$ cat src/rtl/board_io_ctrl.sv
// rtl/board_io_ctrl.sv - board switch debouncer, 7-segment driver and core reset synchroniser
module board_io_ctrl #(
  parameter int NUM_SW       = 18,
  parameter int NUM_HEX      = 8,
  parameter int DEBOUNCE_CYC = 270000,
  parameter int BLINK_CYC    = 13500000
) (
  input  logic                 clk_i,
  input  logic                 rst_ni,
  input  logic [NUM_SW-1:0]    sw_raw_i,
  output logic [NUM_SW-1:0]    sw_o,
  output logic [NUM_SW-1:0]    sw_rise_o,
  input  logic [4*NUM_HEX-1:0] hex_val_i,
  input  logic [NUM_HEX-1:0]   hex_en_i,
  input  logic [NUM_HEX-1:0]   hex_blink_i,
  output logic [7*NUM_HEX-1:0] hex_o,
  output logic                 core_rst_no
);

  localparam int DW = $clog2(DEBOUNCE_CYC);
  localparam int BW = $clog2(BLINK_CYC);
  localparam logic [DW-1:0] DB_LAST = DW'(DEBOUNCE_CYC - 1);
  localparam logic [BW-1:0] BL_LAST = BW'(BLINK_CYC - 1);

  logic [NUM_SW-1:0]        sync1_q, sync1_d, sync2_q, sync2_d;
  logic [NUM_SW-1:0]        sw_q, sw_d, rise_q, rise_d;
  logic [NUM_SW-1:0][1:0]   dis_cnt_q, dis_cnt_d;
  logic [DW-1:0]            db_cnt_q, db_cnt_d;
  logic [BW-1:0]            bl_cnt_q, bl_cnt_d;
  logic                     phase_q, phase_d;
  logic [7*NUM_HEX-1:0]     hex_q, hex_d;
  logic [1:0]               core_q, core_d;
  logic                     db_tick;
  logic                     bl_tick;

  // Active-low segments, bit order g..a.
  function automatic logic [6:0] seg_lut(input logic [3:0] v);
    case (v)
      4'h0: seg_lut = 7'b1000000;
      4'h1: seg_lut = 7'b1111001;
      4'h2: seg_lut = 7'b0100100;
      4'h3: seg_lut = 7'b0110000;
      4'h4: seg_lut = 7'b0011001;
      4'h5: seg_lut = 7'b0010010;
      4'h6: seg_lut = 7'b0000010;
      4'h7: seg_lut = 7'b1111000;
      4'h8: seg_lut = 7'b0000000;
      4'h9: seg_lut = 7'b0010000;
      4'hA: seg_lut = 7'b0001000;
      4'hB: seg_lut = 7'b0000011;
      4'hC: seg_lut = 7'b1000110;
      4'hD: seg_lut = 7'b0100001;
      4'hE: seg_lut = 7'b0000110;
      default: seg_lut = 7'b0001110;
    endcase
  endfunction

  always_comb begin
    sync1_d   = sw_raw_i;
    sync2_d   = sync1_q;
    sw_d      = sw_q;
    dis_cnt_d = dis_cnt_q;
    db_tick   = (db_cnt_q == DB_LAST);
    db_cnt_d  = db_tick ? '0 : db_cnt_q + DW'(1);
    bl_tick   = (bl_cnt_q == BL_LAST);
    bl_cnt_d  = bl_tick ? '0 : bl_cnt_q + BW'(1);
    phase_d   = bl_tick ? ~phase_q : phase_q;
    core_d    = {core_q[0], 1'b1};
    hex_d     = '1;

    // A switch only follows its synchronised input after three differing ticks in a row.
    if (db_tick) begin
      for (int i = 0; i < NUM_SW; i++) begin
        if (sync2_q[i] == sw_q[i]) begin
          dis_cnt_d[i] = 2'd0;
        end else if (dis_cnt_q[i] == 2'd2) begin
          sw_d[i]      = sync2_q[i];
          dis_cnt_d[i] = 2'd0;
        end else begin
          dis_cnt_d[i] = dis_cnt_q[i] + 2'd1;
        end
      end
    end
    rise_d = sw_d & ~sw_q;

    for (int k = 0; k < NUM_HEX; k++) begin
      if (hex_en_i[k] && !(hex_blink_i[k] && phase_q)) begin
        hex_d[7*k +: 7] = seg_lut(hex_val_i[4*k +: 4]);
      end
    end
  end

  always_ff @(posedge clk_i or negedge rst_ni) begin
    if (!rst_ni) begin
      sync1_q   <= '0;
      sync2_q   <= '0;
      sw_q      <= '0;
      rise_q    <= '0;
      dis_cnt_q <= '0;
      db_cnt_q  <= '0;
      bl_cnt_q  <= '0;
      phase_q   <= 1'b0;
      hex_q     <= '1;
      core_q    <= '0;
    end else begin
      sync1_q   <= sync1_d;
      sync2_q   <= sync2_d;
      sw_q      <= sw_d;
      rise_q    <= rise_d;
      dis_cnt_q <= dis_cnt_d;
      db_cnt_q  <= db_cnt_d;
      bl_cnt_q  <= bl_cnt_d;
      phase_q   <= phase_d;
      hex_q     <= hex_d;
      core_q    <= core_d;
    end
  end

  assign sw_o        = sw_q;
  assign sw_rise_o   = rise_q;
  assign hex_o       = hex_q;
  assign core_rst_no = core_q[1];

endmodule

$ cat config.mk
export PLATFORM = sky130hd
export DESIGN_NAME = board_io_ctrl
export DESIGN_NICKNAME = d
export VERILOG_FILES = /design/src/rtl/board_io_ctrl.sv
export SDC_FILE = /design/constraint.sdc
export NUM_CORES = 1
export LEC_CHECK = 0
export CAP_MARGIN = 20
export CORE_MARGIN = 1
export CORE_UTILIZATION = 40
export CTS_BUF_LIST = sky130_fd_sc_hd__clkbuf_8
export DETAILED_ROUTE_END_ITERATION = 12
export PLACE_DENSITY = 0.7
export SYNTH_ARGS = -nofsm -noshare
export SYNTH_HDL_FRONTEND = slang
export SYNTH_SLANG_ARGS = --single-unit
$ cat constraint.sdc
create_clock -name clk_i -period 1.9 [get_ports clk_i]
set_input_delay 0.57 -clock clk_i [delete_from_list [all_inputs] [get_ports clk_i]]
set_output_delay 0.57 -clock clk_i [all_outputs]
set_load 0.005 [all_outputs]
# Word level (Yosys, flattened, before mapping)
# Memories as Yosys holds them, arrays and structs flattened.
# Index checks and enable logic that the tools add are counted.
# word_totals
mem_count,8
inputBits,68
reg_bits,210
mem_bits_ro,896
wordCells,203
# classes
n_mux,83
n_addsub,20
n_reduce_logical,24
eq_ne,38
bitwise_logic,3
# mem_list
memory,words,width,read_ports,rd_clocked_by_memory_dff,write_ports,line_no,text
(no name shown),16,7,1,0,0,38,case (v)
(no name shown),16,7,1,0,0,38,
(no name shown),16,7,1,0,0,38,
(no name shown),16,7,1,0,0,38,
(no name shown),16,7,1,0,0,38,
(no name shown),16,7,1,0,0,38,
+2 memories,-,-,-,-,-,-,
# op_table
operator,count
$mux 2,36
$mux 7,8
$add 2x1->2 const B,18
$eq 2x2->1 const B,18
$mux 1,36
$add 24x1->24 const B,1
$eq 24x24->1 const B,1
$mux 24,1
$add 19x1->19 const B,1
$eq 19x19->1 const B,1
$mux 19,1
$and 18x18->18,1
$eq 1x1->1,18
$mux 18,1
$not 18->18,1
$logic_and 1x1->1,16
$logic_not 1->1,8
$not 1->1,1

# Longest topological paths before layout
# depth
ltp_word,5
mapped_depth,8
mapped_depth_nobuf,6

# Least setup slack after synthesis
# Ideal clock, no wire load.
# synth_timing
path_kind,flip-flop to flip-flop
from,register db_cnt_q[0]
to,register sw_q[14] (netlist: sw_o[14])
stages_incl_launch_ff,9
path_slack_ns,-0.035
path_buffers,3
required_time_ns,1.775
arrival_time_ns,1.811
cell_sequence,dfrtp_1 -> ha_1 -> and3_1 -> buf_2 -> nand3_1 -> buf_2 -> buf_4 -> nor3_1 -> mux2_2
# synth_via
elab_chain_len,2
# synth_lines
element,line_no,text
from (decl),28,"logic [DW-1:0] db_cnt_q, db_cnt_d;"
from (signal assigned),111,db_cnt_q <= db_cnt_d;
$eq 19x19->1,63,db_tick = (db_cnt_q == DB_LAST);
$mux 18,72,if (db_tick) begin
net sw_d[14],26,"logic [NUM_SW-1:0] sw_q, sw_d, rise_q, rise_d;"
to (signal assigned),108,sw_q <= sw_d;
to (decl),26,
# The timed path passes the listed nets, and every way through them passes these cells.
# A chain may end at the register's enable or synchronous reset.

# Worst setup path in the final report
# layout_timing
from,register db_cnt_q[8]
to,register dis_cnt_q[2] (netlist name)
# layout_via
elab_chain_len,1
# layout_lines
element,line_no,text
$eq 19x19->1,63,
to (signal assigned),110,dis_cnt_q <= dis_cnt_d;
to (decl),27,"logic [NUM_SW-1:0][1:0] dis_cnt_q, dis_cnt_d;"
# Every way passes these cells.

==> flow_metrics.py <==
metrics = {
    "routing": {
        "viasPerCell": 5.00,
        "ant_nets": 0,
        "wire_per_inst_microns": 15.1,
        "wl_microns": 22600,
        "drt-initial-drc-count": 347,
        "vias": 7482,
        "first_pass_iters": 4,
        "drc": 0,
    },
    "setup_path": {
        "start_kind": "flip-flop",
        "required_ps": 2320,
        "crit_fanout": 14,
        "worstReg2RegStart": "db_cnt_q[8]",
        "startpoint": "db_cnt_q[8]",
        "endpoint": "dis_cnt_q[2]",
        "reg2regPathDepth": 6,
        "rr_endpoint": "dis_cnt_q[2]",
        "criticalPathCategory": "flip-flop to flip-flop",
        "critPathArrivalTime_ps": 2330,
        "reg2reg_slack_ps": -6,
        "critPathCaptureType": "flip-flop",
    },
    "hold_path": {
        "hold_class": "flip-flop to flip-flop",
        "whs_path_depth": 0,
    },
    "cts": {
        "cts_buffer_depth": 3,
        "cts-root-buf": "clkbuf_8",
        "h-tree-depth": 2,
        "cts_tree": "built",
        "clkSinkCount": 210,
        "clk_pin_slew_ps": 60,
        "clkLatencyLatePin_ps": 530,
        "cts_buffers": 38,
    },
    "sta": {
        "finClkSkew_ps": 14.0,
        "fmax_mhz": 525,
        "fin_hold_ws_ps": 350,
        "hold_viol_final": 0,
        "final.setup.tns_ps": -15.2,
        "timing.final.crit_share": 1.00,
        "min_period_ps": 1910,
        "setup_viol": 3,
        "fin_ws_ps": -6.27,
        "rsz0062_at_grt": "true",
        "slew_viol_final": 0,
        "worstMarginPinSlew_ps": 526,
        "slew_headroom": 0.649,
    },
    "logic_synthesis": {
        "syn_area_per_cell_sq_um": 11.7,
        "ys_warn_count": 0,
        "synth-main-ff-cell": "dfrtp_1",
        "ys_seq_elements": 210,
        "synth_top_area_share": 0.386,
        "yosys.cell_types.count": 50,
        "syn-num-nets": 972,
        "synthCells": 854,
        "synth_area_leaders": "dfrtp_1 39%, dfstp_2 15%, ha_1 6.3%, mux2_2 4.1%, o311ai_0 2.8%",
        "seq_area_frac_synth": 0.534,
        "async_flop_share": 1.00,
        "yosysTopAreaCell": "dfrtp_1",
        "synth.cell_area_sq_um": 9970,
        "synth_edf_count": 0,
    },
    "global_route": {
        "grt_use_total": 0.178,
        "grt_max_degree": 48,
        "grt_pass1_vias": 7663,
        "grt_antenna_before_repair": 0,
        "overflow": 0,
        "grt_pass1_wl_microns": 37400,
    },
    "floorplanning": {
        "die_width_microns": 160,
        "floorplan.die_area_sq_um": 25600,
        "die_y_microns": 160,
        "start_util": 0.409,
        "fp-row-count": 57,
        "boundaryPins": 161,
        "core_sq_um": 24400,
    },
    "finish": {
        "fillers": 2083,
        "design_area_sq_um": 13700,
        "drive_above_1_share": 0.265,
        "utilization": 0.563,
        "finalNetCount": 1262,
        "antenna_cells": 0,
        "area_growth_syn_to_layout_pct": 37.8,
        "multi_input_area_sq_um": 4610,
        "seq_area_sq_um": 5330,
    },
    "power_and_ir_drop": {
        "p_leak_nw": 6.30,
        "p_total_mw": 9.85,
        "vdd_drop_max_mv": 0.712,
        "power_density_nw_per_um2": 717,
    },
    "flow_run": {
        "cap_violations": 0,
    },
    "status": {
        "violations": "setup timing",
        "status": "complete, but fails checks",
    },
    "placed_design": {
        "hpwlAfterDp_microns": 15200,
        "routabilityCongestion": 0.901,
        "placed_area_sq_um": 12600,
        "place.port_buffers": 160,
    },
}
## metal layers
| layer | global-route usage | routed length (microns) |
|---|---|---|
| met2 | 0.304 | 11000 |
| met4 | 0.0455 | 361 |
| met1 | 0.216 | 9540 |
| met3 | 0.0579 | 1620 |
| met5 | 0 | 0 |
## cell usage after synthesis (29+ instances only)
cell type,instances
ha_1,50
inv_1,34
nor2_1,50
dfrtp_1,154
a21boi_0,31
o21ai_0,31
nand2b_1,36
mux2_2,36
xnor2_1,29
dfstp_2,56
nand2_1,35
o311ai_0,32
## worst max-delay path: stages, from the launching register on
cell	delay, ps
dfrtp_1	390
nor4b_2	280
nand4_1	230
buf_12	210
or2_4	270
buf_12	170
mux2_4	260
## state kept, by name, summed over array words and instances (netlist names)
register and flops:
sync1_q 18, dis_cnt_q 36, sw_o 18, db_cnt_q 19, core_q 2, sw_rise_o 18
phase_q 1, sync2_q 18, hex_o 56, bl_cnt_q 24
## cell type report
cell class / count / area share
clock inverter: 25 / 0.0124
clock buffer: 43 / 0.0431
multi-input combinational: 583 / 0.335
tap: 324 / 0.0295
sequential: 210 / 0.388
inverter: 34 / 0.00929
timing repair buffer: 277 / 0.183
## cells by family after synthesis
logic type                 Yosys count  synth area share
DFF                                210             0.534
buffers and inverters               61            0.0276
muxes                               39            0.0438
other                                1          0.000376
AOI/OAI and AO/OA                  150             0.106
and+or+nand+nor                    291             0.180
adders and majority gates           50            0.0627
xor gates and xnor gates            52            0.0457
## per-stage QoR
stage | setup WS [ps] | cells
CTS | -35.9 | 1490
detailed placement | -109 | 1400
floorplan | 7.57 | 854
global placement | -104 | 1400
finish | -6.27 | 1496
global route | -82.3 | 1496
## power breakdown
| part | total, mW | internal, mW | switching (mW) | leakage, nW |
|---|---|---|---|---|
| Combinational | 0.881 | 0.452 | 0.428 | 3.22 |
| Sequential | 4.73 | 4.68 | 0.0540 | 2.63 |
| Clock | 4.24 | 2.37 | 1.87 | 0.456 |
| Total | 9.85 | 7.50 | 2.35 | 6.30 |
## layout by cell type (no fill, tap or decap), drive strengths merged, types with 9 or more instances in the layout
cell type,netlist,layout
clkdlybuf4s50,0,66
inv,34,54
nor2,51,51
dfrtp,154,154
nand3,27,27
nand3b,13,13
clkbuf,15,50
o21ai,42,42
nor4,17,17
nand4,15,15
nand2,35,35
o311ai,32,32
ha,50,50
dlygate4sd2,0,68
nor2b,20,20
clkdlybuf4s15,0,19
dfstp,56,56
o211ai,24,24
xnor2,29,29
xor2,23,23
buf,12,115
nand2b,36,36
and4,9,9
nor4b,14,14
a21boi,31,31
nor3,26,26
mux2,37,37
## what timing repair did
action / CTS / global route
buffers inserted: 19 / 5
gates resized for setup: 125 / 51
cloned: 2 / 1
hold buffers: 1 / 0
hold endpoints to repair: 40 / 0
pin swaps: 1 / 12
setup endpoints to repair: 130 / 68
## how the worst min path moves through the flow
| stage | from | end | slack, ps |
|---|---|---|---|
| after floorplan | rst_ni | bl_cnt_q[0] | 270 |
| after global placement | sync1_q[7] | sync2_q[7] | 330 |
| after detailed placement | sync1_q[16] | sync2_q[16] | 340 |
| after CTS | sync1_q[1] | sync2_q[1] | 350 |
| after global routing | sync1_q[7] | sync2_q[7] | 350 |
| final | sync1_q[4] | sync2_q[4] | 350 |
Power figures use the tool's default switching activity.
